===== config.mk =====
export PLATFORM = sky130hd
export DESIGN_NAME = approx_mult_pipe
export DESIGN_NICKNAME = d
export VERILOG_FILES = /design/src/rtl/approx_mult_pipe.sv
export SDC_FILE = /design/constraint.sdc
export NUM_CORES = 1
export LEC_CHECK = 0
export BUFFER_PORTS_ARGS = -buffer_cell sky130_fd_sc_hd__buf_2
export CORE_UTILIZATION = 35
export DETAILED_ROUTE_END_ITERATION = 16
export PLACE_DENSITY = 0.52
export SYNTH_ARGS = -nofsm -noshare
export SYNTH_HDL_FRONTEND = slang
export SYNTH_SLANG_ARGS = --single-unit

===== constraint.sdc =====
create_clock -name clk -period 5 [get_ports clk]
set_input_delay 0.25 -clock clk [delete_from_list [all_inputs] [get_ports clk]]
set_output_delay 0.25 -clock clk [all_outputs]
set_load 0.01 [all_outputs]

===== src/rtl/approx_mult_pipe.sv =====
`default_nettype none
// ============================================================================
// Module   : approx_mult_pipe
// Brief    : 3-stage valid/ready unsigned multiplier with per-beat XOR
//            approximation of the low K columns and zero-operand skip.
// Revision : 1.0 - initial release
// ============================================================================
module approx_mult_pipe #(
    parameter int WIDTH = 8,
    parameter int MAX_K = WIDTH,
    parameter int KW    = (MAX_K < 1) ? 1 : $clog2(MAX_K + 1),
    parameter int CNT_W = 16
) (
    input  logic               clk,
    input  logic               rst,
    input  logic               in_valid,
    output logic               in_ready,
    input  logic [WIDTH-1:0]   in_a,
    input  logic [WIDTH-1:0]   in_b,
    input  logic [KW-1:0]      in_k,
    output logic               out_valid,
    input  logic               out_ready,
    output logic [2*WIDTH-1:0] out_p,
    output logic               out_zero,
    output logic [CNT_W-1:0]   gate_cnt
);

    localparam int            PW    = 2 * WIDTH;
    localparam logic [KW-1:0] K_MAX = KW'(MAX_K);

    logic              v1_q, v2_q, v3_q, v1_d, v2_d, v3_d;
    logic              z1_q, z2_q, z3_q, z1_d, z2_d, z3_d;
    logic [WIDTH-1:0]  a1_q, b1_q, a1_d, b1_d;
    logic [KW-1:0]     k1_q, k1_d;
    logic [PW-1:0]     low2_q, sum2_q, car2_q, low2_d, sum2_d, car2_d;
    logic [PW-1:0]     p3_q, p3_d;
    logic [CNT_W-1:0]  gate_cnt_q, gate_cnt_d;

    logic              adv1, adv2, adv3, accept, in_zero;
    logic [KW-1:0]     k_clamp;
    logic [PW-1:0]     low_w, sum_w, car_w;

    // Handshake: each stage drains into an empty or simultaneously draining successor.
    always_comb begin
        adv3     = v3_q && out_ready;
        adv2     = v2_q && (!v3_q || adv3);
        adv1     = v1_q && (!v2_q || adv2);
        in_ready = !v1_q || adv1;
        accept   = in_valid && in_ready;
        in_zero  = (in_a == '0) || (in_b == '0);
        k_clamp  = (in_k > K_MAX) ? K_MAX : in_k;
    end

    // Rows are split by a column mask: low columns XOR-fold, high columns go through a CSA chain.
    always_comb begin : compress
        logic [PW-1:0] hi_mask;
        logic [PW-1:0] row;
        logic [PW-1:0] hrow;
        logic [PW-1:0] maj;
        hi_mask = {PW{1'b1}} << k1_q;
        row     = '0;
        hrow    = '0;
        maj     = '0;
        low_w   = '0;
        sum_w   = '0;
        car_w   = '0;
        for (int j = 0; j < WIDTH; j++) begin
            row   = PW'(a1_q & {WIDTH{b1_q[j]}}) << j;
            low_w = low_w ^ (row & ~hi_mask);
            hrow  = row & hi_mask;
            maj   = (sum_w & car_w) | (sum_w & hrow) | (car_w & hrow);
            sum_w = sum_w ^ car_w ^ hrow;
            car_w = maj << 1;
        end
    end

    always_comb begin
        v1_d       = accept ? 1'b1 : (adv1 ? 1'b0 : v1_q);
        v2_d       = adv1   ? 1'b1 : (adv2 ? 1'b0 : v2_q);
        v3_d       = adv2   ? 1'b1 : (adv3 ? 1'b0 : v3_q);
        z1_d       = accept ? in_zero : z1_q;
        z2_d       = adv1   ? z1_q    : z2_q;
        z3_d       = adv2   ? z2_q    : z3_q;
        a1_d       = a1_q;
        b1_d       = b1_q;
        k1_d       = k1_q;
        low2_d     = low2_q;
        sum2_d     = sum2_q;
        car2_d     = car2_q;
        p3_d       = p3_q;
        gate_cnt_d = gate_cnt_q;
        // Zero-operand beats leave every data register untouched.
        if (accept && !in_zero) begin
            a1_d = in_a;
            b1_d = in_b;
            k1_d = k_clamp;
        end
        if (adv1 && !z1_q) begin
            low2_d = low_w;
            sum2_d = sum_w;
            car2_d = car_w;
        end
        if (adv2 && !z2_q) begin
            p3_d = low2_q + sum2_q + car2_q;
        end
        if (accept && in_zero && (gate_cnt_q != {CNT_W{1'b1}})) begin
            gate_cnt_d = gate_cnt_q + 1'b1;
        end
    end

    always_ff @(posedge clk or posedge rst) begin
        if (rst) begin
            v1_q       <= 1'b0;
            v2_q       <= 1'b0;
            v3_q       <= 1'b0;
            z1_q       <= 1'b0;
            z2_q       <= 1'b0;
            z3_q       <= 1'b0;
            a1_q       <= '0;
            b1_q       <= '0;
            k1_q       <= '0;
            low2_q     <= '0;
            sum2_q     <= '0;
            car2_q     <= '0;
            p3_q       <= '0;
            gate_cnt_q <= '0;
        end else begin
            v1_q       <= v1_d;
            v2_q       <= v2_d;
            v3_q       <= v3_d;
            z1_q       <= z1_d;
            z2_q       <= z2_d;
            z3_q       <= z3_d;
            a1_q       <= a1_d;
            b1_q       <= b1_d;
            k1_q       <= k1_d;
            low2_q     <= low2_d;
            sum2_q     <= sum2_d;
            car2_q     <= car2_d;
            p3_q       <= p3_d;
            gate_cnt_q <= gate_cnt_d;
        end
    end

    assign out_valid = v3_q;
    assign out_p     = z3_q ? '0 : p3_q;
    assign out_zero  = z3_q;
    assign gate_cnt  = gate_cnt_q;

endmodule
`default_nettype wire


* Word level (Yosys, flattened, before mapping)
Index checks and enable logic that the tools add are counted. W data, S select, Z words.
Cells by class: add/subtract/negate cells 3, eq/ne operators 1, $lt $le $gt $ge 1, reduce and logical (&&, ||, !) cells 24, muxes and demuxes 8, bitwise logic cells 76, shift-type cells 1
Operator list (number):
- $xor A16 B16 Y16 | 20
- $and A15 B15 Y15 | 19
- $or A15 B15 Y15 | 12
- $and A8 B8 Y8 | 8
- $add A16 B16 Y16 | 2
- $and A10 B16 Y16 | 2
- $and A11 B16 Y16 | 2
- $and A12 B16 Y16 | 2
- $and A13 B16 Y16 | 2
- $and A14 B16 Y16 | 2
- $and A15 B16 Y16 | 2
- $and A8 B16 Y16 | 2
- $and A9 B16 Y16 | 2
- $add A16 B1 Y16 const B | 1
- $logic_not A8 Y1 | 2
- $mux W16 | 1
- $ne A16 B16 Y1 const B | 1
- $not A16 Y16 | 1
- $shl A16 B4 Y16 const A | 1
- $logic_and A1 B1 Y1 | 9
- $logic_not A1 Y1 | 6
- $mux W1 | 6
- $reduce_bool A2 Y1 | 3
- $gt A4 B4 Y1 const B | 1
- other kinds (2) | 5
Word-level totals: register bits after elaboration 105, bits of input ports 24, output and inout port bits 35

* Longest topological paths before layout
Gate-level depths: netlist of run 1.
depth after elaboration 21, mapped depth 16, mapped depth without buffers 15

* Worst setup path after synthesis of run 1
Ideal clock, no wire load.
kind register -> register, start point register k1_q[1], end point register sum2_q[7], data required time 4.875 ns, slack 0.175 ns, buffers on the path 1, arrival 4.700 ns, clock period less this slack 4.825 ns, stages on the path, launching flop included 15, path through dfrtp_1 -> clkbuf_1 -> and2_1 -> a21oi_1 -> nor2b_1 -> ha_1 -> inv_1 -> fa_1 -> fa_1 -> fa_1 -> fa_1 -> fa_1 -> inv_1 -> fa_1 -> mux2_2
Between the ends: longest elaborated chain between the ends 20, elaborated cells between the ends (all ways) 48
RTL lines:
- start, declared | RTL line 34 | logic [KW-1:0] k1_q, k1_d;
- start signal, assigned | RTL line 136 | k1_q <= k1_d;
- $shl A16 B4 Y16 * | RTL line 60 | hi_mask = {PW{1'b1}} << k1_q;
- $and A8 B16 Y16 or $and A9 B16 Y16 (tied branches) | RTL line 70 | hrow = row & hi_mask;
- $xor A16 B16 Y16 or $and A15 B15 Y15 (tied branches) | RTL line 72, 71
- $and A15 B15 Y15 | RTL line 71 | maj = (sum_w & car_w) | (sum_w & hrow) | (car_w & hrow);
- $or A15 B15 Y15 (2 in a row) | RTL line 71
- $and A15 B15 Y15 | RTL line 71
- $or A15 B15 Y15 (2 in a row) | RTL line 71
- $and A15 B15 Y15 | RTL line 71
- $or A15 B15 Y15 (2 in a row) | RTL line 71
- $and A15 B15 Y15 | RTL line 71
- $or A15 B15 Y15 (2 in a row) | RTL line 71
- $and A15 B15 Y15 | RTL line 71
- $or A15 B15 Y15 (2 in a row) | RTL line 71
- $xor A16 B16 Y16 | RTL line 72 | sum_w = sum_w ^ car_w ^ hrow;
- $xor A16 B16 Y16 * | RTL line 72
- via sum_w[7] | RTL line 41 | logic [PW-1:0] low_w, sum_w, car_w;
- end signal, assigned | RTL line 138 | sum2_q <= sum2_d;
- end, declared | RTL line 35 | logic [PW-1:0] low2_q, sum2_q, car2_q, low2_d, sum2_d, car2_d;
The timed path passes the listed nets; every way through them passes the cells marked *. A chain may end at the register's enable or synchronous reset.

* Worst setup path in the final report of run 1
start point register k1_q[1], end point register sum2_q[8]
The elaborated chain is that of the path after synthesis.

==> results of run 1 <==
-- power by group through the flow --
stage               Combinational [uW]  Sequential [uW]  Clock, uW
finish                            1940             1160        757
global placement                  1910             1170          0
floorplan                         1530             1090          0
global route                      2220             1200        805
detailed placement                1950             1180          0
CTS                               1970             1170        781
-- worst register-to-register path: stages (launching register included) --
cell and delay [ns]:
sky130_fd_sc_hd__dfrtp_1 0.46, sky130_fd_sc_hd__or2_2 0.36, sky130_fd_sc_hd__o21ai_1 0.25, sky130_fd_sc_hd__nand3_1 0.16
sky130_fd_sc_hd__fa_1 0.58, sky130_fd_sc_hd__fa_1 0.44, sky130_fd_sc_hd__fa_1 0.52, sky130_fd_sc_hd__fa_1 0.52
sky130_fd_sc_hd__fa_1 0.54, sky130_fd_sc_hd__inv_1 0.05, sky130_fd_sc_hd__fa_1 0.46, sky130_fd_sc_hd__mux2_2 0.26
-- repair_timing --
item,in CTS,in global routing
hold buffers,1,0
buffers inserted,0,0
hold endpoints to repair,22,0
gates resized for setup,0,1
setup endpoints to repair,0,1
-- per-stage QoR --
stage | total power (uW) | std cells
after floorplan | 2611 | 735
after global placement | 3080 | 1036
after detailed placement | 3129 | 1036
after CTS | 3917 | 1053
after global routing | 4219 | 1053
final | 3859 | 1053
-- Yosys cell counts, drive strengths merged, types with 23 or more instances --
library cell,number
xnor2,46
xor2,25
ha,30
fa,50
clkbuf,33
mux2,36
o21ai,35
nand2,127
nor2,23
dfrtp,95
nor2b,28
inv,39
nand3,43
-- kinds of logic after synthesis --
| kind of cell | after synthesis | synth area share |
|---|---|---|
| flops | 95 | 0.3348 |
| buf+inv | 81 | 0.04705 |
| fa+ha+maj | 80 | 0.1938 |
| simple gates | 288 | 0.2044 |
| xor+xnor | 71 | 0.08758 |
| compound gates | 83 | 0.07383 |
| mux | 37 | 0.05850 |
-- routing by layer --
| metal | share of wire | routed length [um] | vias to the layer above |
|---|---|---|---|
| li1 | - | - | 2552 |
| met1 | 0.50 | 8026 | 2513 |
| met2 | 0.44 | 7112 | 93 |
| met3 | 0.041 | 649 | 16 |
| met4 | 0.014 | 231 | 0 |
| met5 | 0 | 0 | - |
-- cell type report --
| type | instances | area [um^2] |
|---|---|---|
| fillers | 1978 | 11630 |
| clock inverters | 6 | 90.09 |
| repair buffers | 79 | 450.4 |
| well taps | 265 | 331.6 |
| flip-flops and latches | 95 | 2377 |
| multi-input cells | 559 | 4393 |
| clock buffers | 10 | 229.0 |
| inverters | 39 | 148.9 |
-- registers in the layout, indices dropped and copies added (netlist names), 4 cells and up --
| register | flops |
|---|---|
| gate_cnt | 16 |
| p3_q | 16 |
| low2_q | 15 |
| sum2_q | 15 |
| a1_q | 8 |
| b1_q | 8 |
| car2_q | 7 |
| k1_q | 4 |
-- final timing paths --
check / cells after the start / end / start / slack (ns)
max reg2reg: 11 / sum2_q[8] / k1_q[1] / 0.28
min: 2 / v1_q / in_valid / 0.09
max in group asynchronous: 4 / b1_q[3] / rst / 3.39
min reg2reg: 2 / p3_q[6] / p3_q[6] / 0.47
max: 11 / sum2_q[8] / k1_q[1] / 0.28
min in group asynchronous: 3 / v2_q / rst / 0.40
==> results.txt, run 1 <==
----------------------------------------------------
[Setup path]
  Critical Path RT ... 5.24 ns
  Top fanout value on the critical path ... 10
  Arrival time of data at the critical path endpoint ... 4.96 ns
  Crit-path most repeated cell ... sky130_fd_sc_hd__fa_1
  Worst path cell trace ... or2_2, o21ai_1, nand3_1, fa_1, fa_1, fa_1, fa_1, fa_1, inv_1, fa_1, mux2_2
  Crit Path Class ... register to register
  Largest delay share family, worst path ... adder cells
  Cell type of the slowest stage on the worst timing path ... sky130_fd_sc_hd__fa_1
  CP peak stage delay ... 0.58 ns
  Crit path buffers/inverters ... 1
  Startpoint type of the worst setup path ... register
  Type of element capturing the critical path ... register

[Cells and area]
  Layout-stage area growth over the synthesis result ... 12.95%
  Leading cell type in the layout, fill and taps excluded ... sky130_fd_sc_hd__nand2_1
  Area of all placed cells without fillers ... 0.008020 mm^2
  Final core utilization ... 0.4081
  Layout cells sized above 1 ... 0.1853
  Count of antenna diodes in the layout ... 0
  Highest-count cells in the layout ignoring fill and taps ... sky130_fd_sc_hd__nand2_1, sky130_fd_sc_hd__dfrtp_1, sky130_fd_sc_hd__buf_2
  Total number of nets in the final design ... 887

[Synthesis]
  Post-Syn Area per Cell ... 9.661 um^2
  Cell area after synthesis ... 0.007101 mm^2
  Most frequently used flop master after synthesis ... sky130_fd_sc_hd__dfrtp_1
  Sequential fraction of the synthesis area ... 0.3348
  YS warnings ... 0
  EDFF count, synth ... 0
  Portion of synthesized cell area occupied by the leading cell type ... 0.3348
  Number of flip-flops and latches in the synthesized netlist ... 95
  Leading area contributor after synthesis ... sky130_fd_sc_hd__dfrtp_1
  Share of synthesized registers carrying an async set or reset ... 1.000
  Post-Synthesis Net Count ... 839
  Top cells by area, synth ... sky130_fd_sc_hd__dfrtp_1, sky130_fd_sc_hd__fa_1, sky130_fd_sc_hd__nand2_1, sky130_fd_sc_hd__mux2_2, sky130_fd_sc_hd__xnor2_1
  Gate Count Post-Synth ... 735
  Number of distinct standard cells referenced by the synthesized netlist ... 55

[Place]
  Pre-CTS setup slack ... 0.2459 ns
  Placer congestion estimate ... 0.8600
  DP Area ... 0.007687 mm^2
  Placed wire-length estimate after detailed placement ... 12220 um
  Port bufs ... 58

[Timing]
  Crit share post-route ... 0.9432
  Peak clock frequency supported by timing ... 212.0 MHz
  Unrepaired setup endpoints after global routing ... no
  Worst-Margin Slew ... 1.014 ns
  Final worst clock skew ... 0.009228 ns
  Smallest hold slack ... 0.09146 ns
  Final number of max-transition violations ... 0
  Final number of hold-violating endpoints ... 0
  Worst setup slack after layout ... 0.2840 ns
  Total setup violations reported at the end of the flow ... 0
  Post-route minimum period ... 4.716 ns
  Post-route setup TNS ... 0 ns
  Slew HR ... 0.3241

[Pwr]
  Clock Power Share ... 0.196
  VDD IR-drop max ... 0.2130 mV
  Combinational group share of total power ... 0.503
  Internal cell power ... 2286 uW
  Power spent charging and discharging nets ... 1573 uW
  Leakage Power ... 0.003665 uW
  Switching Fraction ... 0.4076
  Power Density ... 481.2 mW/mm^2
  Register share of total power ... 0.301

[Detailed routing]
  Via density per instance ... 4.914
  Count of vias placed by the detailed router ... 5174
  Per-cell routed wire length ... 15.21 um
  Number of antenna-violating nets in the routed design ... 0
  Residual DRC count ... 0
  Detailed Route WL ... 16020 um
  Number of DRC violations after detailed-routing iteration 0 ... 198
  First-pass iteration count of the detailed router ... 4

[Clocking]
  Sinks on the clock net ... 95
  Insertion delay of the later-clocked pin in the worst-skew pair ... 0.36 ns
  Buffer cell driving the clock tree root ... sky130_fd_sc_hd__clkbuf_16
  H-Tree Depth ... 3
  Post-CTS clock slew at the launch and capture registers of the worst setup and hold paths ... 0.07 ns
  CTS tree ... built
  Number of buffers created by CTS ... 9
  Deepest clock path buffer count ... 2

[Global route]
  Global routing usage on met1 ... 0.2374
  Overflow left after global routing ... 0
  Maximum number of pins on one net before global-route repair ... 74
  Via count of the first global-routing pass ... 5152
  GRT met3 Usage ... 0.02848
  Met2 track demand over resource ... 0.2566
  Wire length of the first global-routing pass ... 26720 um
  Busiest grt layer ... met2
  Total global-route track usage ... 0.1663
  Initial antenna violation count ... 0

[Worst hold path]
  Type of the most critical hold path ... primary input to register

[Flow run]
  Total of max-cap violations ... 0

[Floorplanning]
  Die ar. ... 0.02086 mm^2
  Effective utilization at floorplan ... 0.3613
  Core outline area ... 0.01965 mm^2
  Rows ... 51
  Die Span Y ... 144.4 um
  Top-level I/O count ... 59
  Die extent in x ... 144.4 um

[Outcome]
  Status ... completed

----------------------------------------------------
(Power assumes the default switching activity.)
==> inputs of run 2 (changes only) <==
--- a/config.mk
+++ b/config.mk
@@ -7,6 +7,7 @@
 export LEC_CHECK = 0
 export BUFFER_PORTS_ARGS = -buffer_cell sky130_fd_sc_hd__buf_2
 export CORE_UTILIZATION = 35
+export CTS_BUF_LIST = sky130_fd_sc_hd__clkbuf_2
 export DETAILED_ROUTE_END_ITERATION = 16
 export PLACE_DENSITY = 0.52
 export SYNTH_ARGS = -nofsm -noshare
==> results.txt, run 2 (synthesis results as in run 1) <==
----------------------------------------------------
[Timing]
  Unrepaired setup endpoints after global routing ... no
  Final worst clock skew ... 0.03560 ns (+0.02637 ns)
  Final number of max-transition violations ... 0 (unchanged)
  Crit share post-route ... 0.9495 (+0.006346)
  Final number of hold-violating endpoints ... 0 (unchanged)
  Worst-Margin Slew ... 0.9913 ns (-0.02251 ns)
  Post-route setup TNS ... 0 ns (unchanged)
  Total setup violations reported at the end of the flow ... 0 (unchanged)
  Post-route minimum period ... 4.748 ns (+0.03173 ns)
  Slew HR ... 0.3392 (+0.01501)
  Worst setup slack after layout ... 0.2523 ns (-0.03173 ns)
  Peak clock frequency supported by timing ... 210.6 MHz (-0.67%)

[Pwr]
  Power spent charging and discharging nets ... 1540 uW (-2.1%)
  Switching Fraction ... 0.4320 (+0.02442)
  Register share of total power ... 0.325 (+0.024)
  Internal cell power ... 2025 uW (-11%)
  Combinational group share of total power ... 0.547 (+0.044)
  Power Density ... 440.1 mW/mm^2 (-8.5%)
  Leakage Power ... 0.003698 uW (+0.91%)
  VDD IR-drop max ... 0.1546 mV (-27%)
  Clock Power Share ... 0.128 (-0.068)

[Cells and area]
  Area of all placed cells without fillers ... 0.008100 mm^2 (+1.0%)
  Leading cell type in the layout, fill and taps excluded ... sky130_fd_sc_hd__nand2_1
  Area occupied by multi-input gates ... 0.004389 mm^2 (about the same)
  Layout cells sized above 1 ... 0.1794 (-0.005918)
  Highest-count cells in the layout ignoring fill and taps ... sky130_fd_sc_hd__nand2_1, sky130_fd_sc_hd__dfrtp_1, sky130_fd_sc_hd__buf_2
  Layout-stage area growth over the synthesis result ... 14.08%
  Count of filler cells inserted in the layout ... 1986 (+0.40%)
  Area taken by flip-flops and latches ... 0.002377 mm^2 (unchanged)
  Total number of nets in the final design ... 913 (+2.9%)

[Detailed routing]
  First-pass iteration count of the detailed router ... 5 (+1)
  Detailed Route WL ... 16100 um (+0.47%)
  Number of DRC violations after detailed-routing iteration 0 ... 249 (+26%)
  Per-cell routed wire length ... 14.90 um (-2.0%)
  Residual DRC count ... 0 (unchanged)
  Via density per instance ... 4.904 (-0.20%)
  Count of vias placed by the detailed router ... 5296 (+2.4%)
  Number of antenna-violating nets in the routed design ... 0 (unchanged)

[Setup path]
  Critical Path RT ... 5.57 ns (+0.33 ns)
  Capturing element of the worst setup path ... sum2_q[7]
  Crit Path Class ... register to register
  Startpoint type of the worst setup path ... register
  FF-to-FF Start ... k1_q[1]
  Arrival time of data at the critical path endpoint ... 5.31 ns (+0.35 ns)
  R2R depth ... 13 (+2)
  Top fanout value on the critical path ... 10 (unchanged)
  Reg-to-Reg End ... sum2_q[7]
  Type of element capturing the critical path ... register
  Register-to-register setup slack ... 0.25 ns (-0.03 ns)
  Worst setup startpoint ... k1_q[1]

[Clocking]
  Post-CTS clock slew at the launch and capture registers of the worst setup and hold paths ... 0.27 ns (+0.20 ns)
  Sinks on the clock net ... 95 (unchanged)
  Number of buffers created by CTS ... 9 (unchanged)
  Cts repair resizes ... 0 (unchanged)
  Buffer cell driving the clock tree root ... sky130_fd_sc_hd__clkbuf_2
  CTS tree ... built
  Deepest clock path buffer count ... 2 (unchanged)
  Setup fix buffers added after clock tree synthesis ... 0 (unchanged)
  H-Tree Depth ... 3 (unchanged)
  Insertion delay of the later-clocked pin in the worst-skew pair ... 0.64 ns (+0.28 ns)

[Global route]
  Maximum number of pins on one net before global-route repair ... 74 (unchanged)
  Wire length of the first global-routing pass ... 26820 um (+0.39%)
  Via count of the first global-routing pass ... 5220 (+1.3%)
  Total global-route track usage ... 0.1669 (+0.0005862)
  Overflow left after global routing ... 0 (unchanged)
  Initial antenna violation count ... 1 (+1)

[Place]
  Placer congestion estimate ... 0.8600 (unchanged)
  Pre-CTS setup slack ... 0.2459 ns (unchanged)
  DP Area ... 0.007687 mm^2 (unchanged)
  Port bufs ... 58 (unchanged)
  Placed wire-length estimate after detailed placement ... 12220 um (unchanged)

[Floorplanning]
  Die extent in x ... 144.4 um (unchanged)
  Die Span Y ... 144.4 um (unchanged)
  Core outline area ... 0.01965 mm^2 (unchanged)
  Die ar. ... 0.02086 mm^2 (unchanged)
  Rows ... 51 (unchanged)
  Effective utilization at floorplan ... 0.3613 (unchanged)
  Top-level I/O count ... 59 (unchanged)

[Flow run]
  Total of max-cap violations ... 0 (unchanged)

[Outcome]
  Status ... completed

[Worst hold path]
  Type of the most critical hold path ... primary input to asynchronous set/reset pin

----------------------------------------------------
[run 2: area by class of cell]
class,instances,share of cell area
Inverter,39,0.01838
Clock inverter,6,0.01112
Antenna cell,1,0.0003089
Multi-Input combinational cell,559,0.5419
Tap cell,265,0.04093
Sequential cell,95,0.2935
Clock buffer,10,0.006179
Timing Repair Buffer,105,0.08774
[run 2: worst min path at each step]
stage | to | startpoint | depth (start not counted) | slack [ns]
6_report | p3_q[6] | rst | 3 | 0.09
5_1_grt | p3_q[6] | rst | 3 | 0.03
4_1_cts | p3_q[6] | rst | 3 | 0.002
3_5_place_dp | out_valid | rst | 2 | 0.22
3_3_place_gp | v2_q | rst | 2 | 0.22
2_1_floorplan | v1_q | in_valid | 1 | 0.36
[run 2: per-stage QoR]
step / utilization / std cells / power [uW] / hold WS [ns]
after floorplan: - / 735 / 2611 / 0.3584
after global placement: 0.3911 / 1036 / 3080 / 0.2191
after detailed placement: 0.3911 / 1036 / 3129 / 0.2238
after CTS: 0.4120 / 1079 / 3623 / 0.001772
after global routing: 0.4121 / 1080 / 3924 / 0.03210
final: 0.4121 / 1080 / 3565 / 0.08684
[run 2: what timing repair did]
| action | CTS | global route |
|---|---|---|
| setup endpoints to repair | 0 | 0 |
| hold endpoints to repair | 45 | 0 |
| hold buffers | 27 | 0 |
[run 2: power by group through the flow]
stage	Sequential [uW]	Combinational [uW]	Clock [uW]
5_1_grt	1200	2230	501
3_5_place_dp	1180	1950	0
6_report	1160	1950	456
3_3_place_gp	1170	1910	0
2_1_floorplan	1090	1530	0
4_1_cts	1160	1980	480
[run 2: worst max-delay path: stages, from the launching register on]
cell	delay, ns
sky130_fd_sc_hd__dfrtp_1	0.52
sky130_fd_sc_hd__and2_1	0.23
sky130_fd_sc_hd__a21oi_1	0.23
sky130_fd_sc_hd__nor2b_1	0.17
sky130_fd_sc_hd__ha_1	0.15
sky130_fd_sc_hd__inv_1	0.05
sky130_fd_sc_hd__fa_1	0.48
sky130_fd_sc_hd__fa_1	0.51
sky130_fd_sc_hd__fa_1	0.52
sky130_fd_sc_hd__fa_1	0.51
sky130_fd_sc_hd__fa_1	0.54
sky130_fd_sc_hd__inv_1	0.06
sky130_fd_sc_hd__fa_1	0.47
sky130_fd_sc_hd__mux2_2	0.27
[run 2: routing by layer]
metal,track usage,share of wire,up-vias
met4,0.04488,0.012,0
met2,0.2609,0.45,98
met1,0.2362,0.50,2582
met3,0.02980,0.034,13
li1,-,-,2603
met5,0,0,-
==> inputs of run 3 (changes only) <==
--- a/config.mk
+++ b/config.mk
@@ -6,10 +6,12 @@
 export NUM_CORES = 1
 export LEC_CHECK = 0
 export BUFFER_PORTS_ARGS = -buffer_cell sky130_fd_sc_hd__buf_2
-export CORE_UTILIZATION = 35
+export CORE_MARGIN = 2
+export CORE_UTILIZATION = 57
 export CTS_BUF_LIST = sky130_fd_sc_hd__clkbuf_2
 export DETAILED_ROUTE_END_ITERATION = 16
-export PLACE_DENSITY = 0.52
+export PLACE_DENSITY = 0.79
+export SKIP_CTS_REPAIR_TIMING = 1
 export SYNTH_ARGS = -nofsm -noshare
 export SYNTH_HDL_FRONTEND = slang
 export SYNTH_SLANG_ARGS = --single-unit
==> results.txt, run 3 (synthesis results as in run 1) <==
----------------------------------------------------
[Timing]
  Final worst clock skew ... 0.03479 ns (-0.0008055 ns)
  Unrepaired setup endpoints after global routing ... no
  Final number of max-transition violations ... 0 (unchanged)
  Post-route setup TNS ... 0 ns (unchanged)
  Slew HR ... 0.2982 (-0.04097)
  Peak clock frequency supported by timing ... 208.8 MHz (-0.86%)
  Total setup violations reported at the end of the flow ... 0 (unchanged)
  Crit share post-route ... 0.9578 (+0.008265)
  Worst-Margin Slew ... 1.053 ns (+0.06146 ns)
  Final number of hold-violating endpoints ... 0 (unchanged)
  Post-route minimum period ... 4.789 ns (+0.04132 ns)

[Detailed routing]
  Via density per instance ... 5.637 (+15%)
  Number of DRC violations after detailed-routing iteration 0 ... 276 (+11%)
  Per-cell routed wire length ... 16.07 um (+7.8%)
  Residual DRC count ... 0 (unchanged)
  First-pass iteration count of the detailed router ... 5 (unchanged)
  Number of antenna-violating nets in the routed design ... 0 (unchanged)
  Count of vias placed by the detailed router ... 5496 (+3.8%)
  Detailed Route WL ... 15670 um (-2.7%)

[Clocking]
  H-Tree Depth ... 3 (unchanged)
  Post-CTS clock slew at the launch and capture registers of the worst setup and hold paths ... 0.28 ns (about the same)
  CTS tree ... built
  Sinks on the clock net ... 95 (unchanged)
  Buffer cell driving the clock tree root ... sky130_fd_sc_hd__clkbuf_2
  Insertion delay of the later-clocked pin in the worst-skew pair ... 0.63 ns (about the same)
  Deepest clock path buffer count ... 2 (unchanged)
  Number of buffers created by CTS ... 9 (unchanged)

[Place]
  Placer congestion estimate ... 0.9323 (+8.4%)
  Port bufs ... 58 (unchanged)
  Placed wire-length estimate after detailed placement ... 11790 um (-3.5%)
  DP Area ... 0.007535 mm^2 (-2.0%)

[Setup path]
  Cell type of the slowest stage on the worst timing path ... sky130_fd_sc_hd__fa_1
  Largest delay share family, worst path ... adder cells
  Critical Path RT ... 5.54 ns (-0.03 ns)
  Worst path cell trace ... a21oi_1, nor2b_1, ha_1, inv_1, fa_1, fa_1, fa_1, fa_1, fa_1, inv_1, fa_1, mux2_2
  Type of element capturing the critical path ... register
  Crit Path Class ... register to register
  Crit-path most repeated cell ... sky130_fd_sc_hd__fa_1
  CP peak stage delay ... 0.55 ns (about the same)
  Arrival time of data at the critical path endpoint ... 5.33 ns (+0.02 ns)
  Startpoint type of the worst setup path ... register
  Crit path buffers/inverters ... 2 (unchanged)
  Top fanout value on the critical path ... 7 (-3)

[Floorplanning]
  Die extent in x ... 115.6 um (-20%)
  Rows ... 40 (-22%)
  Top-level I/O count ... 59 (unchanged)
  Die Span Y ... 115.6 um (-20%)
  Effective utilization at floorplan ... 0.5887 (+0.2274)
  Die ar. ... 0.01337 mm^2 (-36%)
  Core outline area ... 0.01206 mm^2 (-39%)

[Outcome]
  Status ... completed

[Cells and area]
  Leading cell type in the layout, fill and taps excluded ... sky130_fd_sc_hd__nand2_1
  Area of all placed cells without fillers ... 0.007923 mm^2 (-2.2%)
  Layout cells sized above 1 ... 0.1784 (-0.0009225)
  Total number of nets in the final design ... 906 (-0.77%)
  Layout-stage area growth over the synthesis result ... 11.58%
  Area occupied by multi-input gates ... 0.004393 mm^2 (about the same)
  Count of filler cells inserted in the layout ... 954 (-52%)
  Highest-count cells in the layout ignoring fill and taps ... sky130_fd_sc_hd__nand2_1, sky130_fd_sc_hd__dfrtp_1, sky130_fd_sc_hd__buf_2
  Count of antenna diodes in the layout ... 0 (-1)
  Area taken by flip-flops and latches ... 0.002379 mm^2 (about the same)

[Global route]
  Maximum number of pins on one net before global-route repair ... 60 (-19%)
  Wire length of the first global-routing pass ... 25940 um (-3.3%)
  Initial antenna violation count ... 0 (-1)
  Total global-route track usage ... 0.2463 (+0.07941)
  Overflow left after global routing ... 0 (unchanged)
  Via count of the first global-routing pass ... 5400 (+3.4%)

[Pwr]
  VDD IR-drop max ... 0.2565 mV (+66%)
  Leakage Power ... 0.003671 uW (-0.74%)
  Power Density ... 449.7 mW/mm^2 (+2.2%)

[Worst hold path]
  Type of the most critical hold path ... primary input to asynchronous set/reset pin

[Flow run]
  Total of max-cap violations ... 0 (unchanged)

----------------------------------------------------
[run 3: final timing paths]
check / start / to / slack (ns) / cells after the start
min in group clk: in_a[0] / a1_q[0] / 0.41 / 3
worst max register to register: k1_q[2] / sum2_q[7] / 0.21 / 12
worst min-delay path: rst / gate_cnt[11] / 0.32 / 3
worst max-delay path: k1_q[2] / sum2_q[7] / 0.21 / 12
worst min register to register: p3_q[2] / p3_q[2] / 0.51 / 2
max in group asynchronous: rst / z1_q / 3.65 / 4
[run 3: area by class of cell]
cell class | instances | area share
Multi-Input combinational cell | 559 | 0.5545
Sequential cell | 95 | 0.3002
Timing Repair Buffer | 98 | 0.08212
Tap cell | 168 | 0.02653
Inverter | 39 | 0.01864
Clock inverter | 6 | 0.01169
Clock buffer | 10 | 0.006317
[run 3: layer usage]
layer  up-vias  part of all wire  GRT usage  wire length [um]
met2       161              0.48     0.3945              7545
met3        33             0.053    0.05596               838
met4         0             0.026    0.08571               402
met5         -                 0          0                 0
li1       2589                 -          -                 -
met1      2713              0.44     0.3337              6883
[run 3: through the flow]
stage	instances	hold slack (ns)	util	setup WS, ns	total power, uW
final	975	0.3177	0.6568	0.2110	3562
after global routing	975	0.3540	0.6568	0.006352	3907
after CTS	951	-0.2376	0.6365	0.1701	3555
after detailed placement	935	0.4596	0.6247	0.1871	3097
after global placement	935	0.4505	0.6247	0.3285	2997
after floorplan	735	0.3584	-	0.1752	2611
[run 3: power by group]
| part | total (uW) | internal (uW) | leakage (uW) | switching [uW] |
|---|---|---|---|---|
| clock network | 447 | 172 | 0.0000844 | 275 |
| registers | 1160 | 969 | 0.00121 | 195 |
| logic | 1950 | 876 | 0.00238 | 1080 |
| total | 3560 | 2020 | 0.00367 | 1550 |
[run 3: worst reg2reg max path, stage by stage, from the launching register on]
cell                      delay (ns)
sky130_fd_sc_hd__dfrtp_1        0.52
sky130_fd_sc_hd__a21oi_1        0.47
sky130_fd_sc_hd__nor2b_1        0.22
sky130_fd_sc_hd__ha_1           0.16
sky130_fd_sc_hd__inv_1          0.05
sky130_fd_sc_hd__fa_1           0.41
sky130_fd_sc_hd__fa_1           0.49
sky130_fd_sc_hd__fa_1           0.53
sky130_fd_sc_hd__fa_1           0.54
sky130_fd_sc_hd__fa_1           0.55
sky130_fd_sc_hd__inv_1          0.05
sky130_fd_sc_hd__fa_1           0.45
sky130_fd_sc_hd__mux2_2         0.27
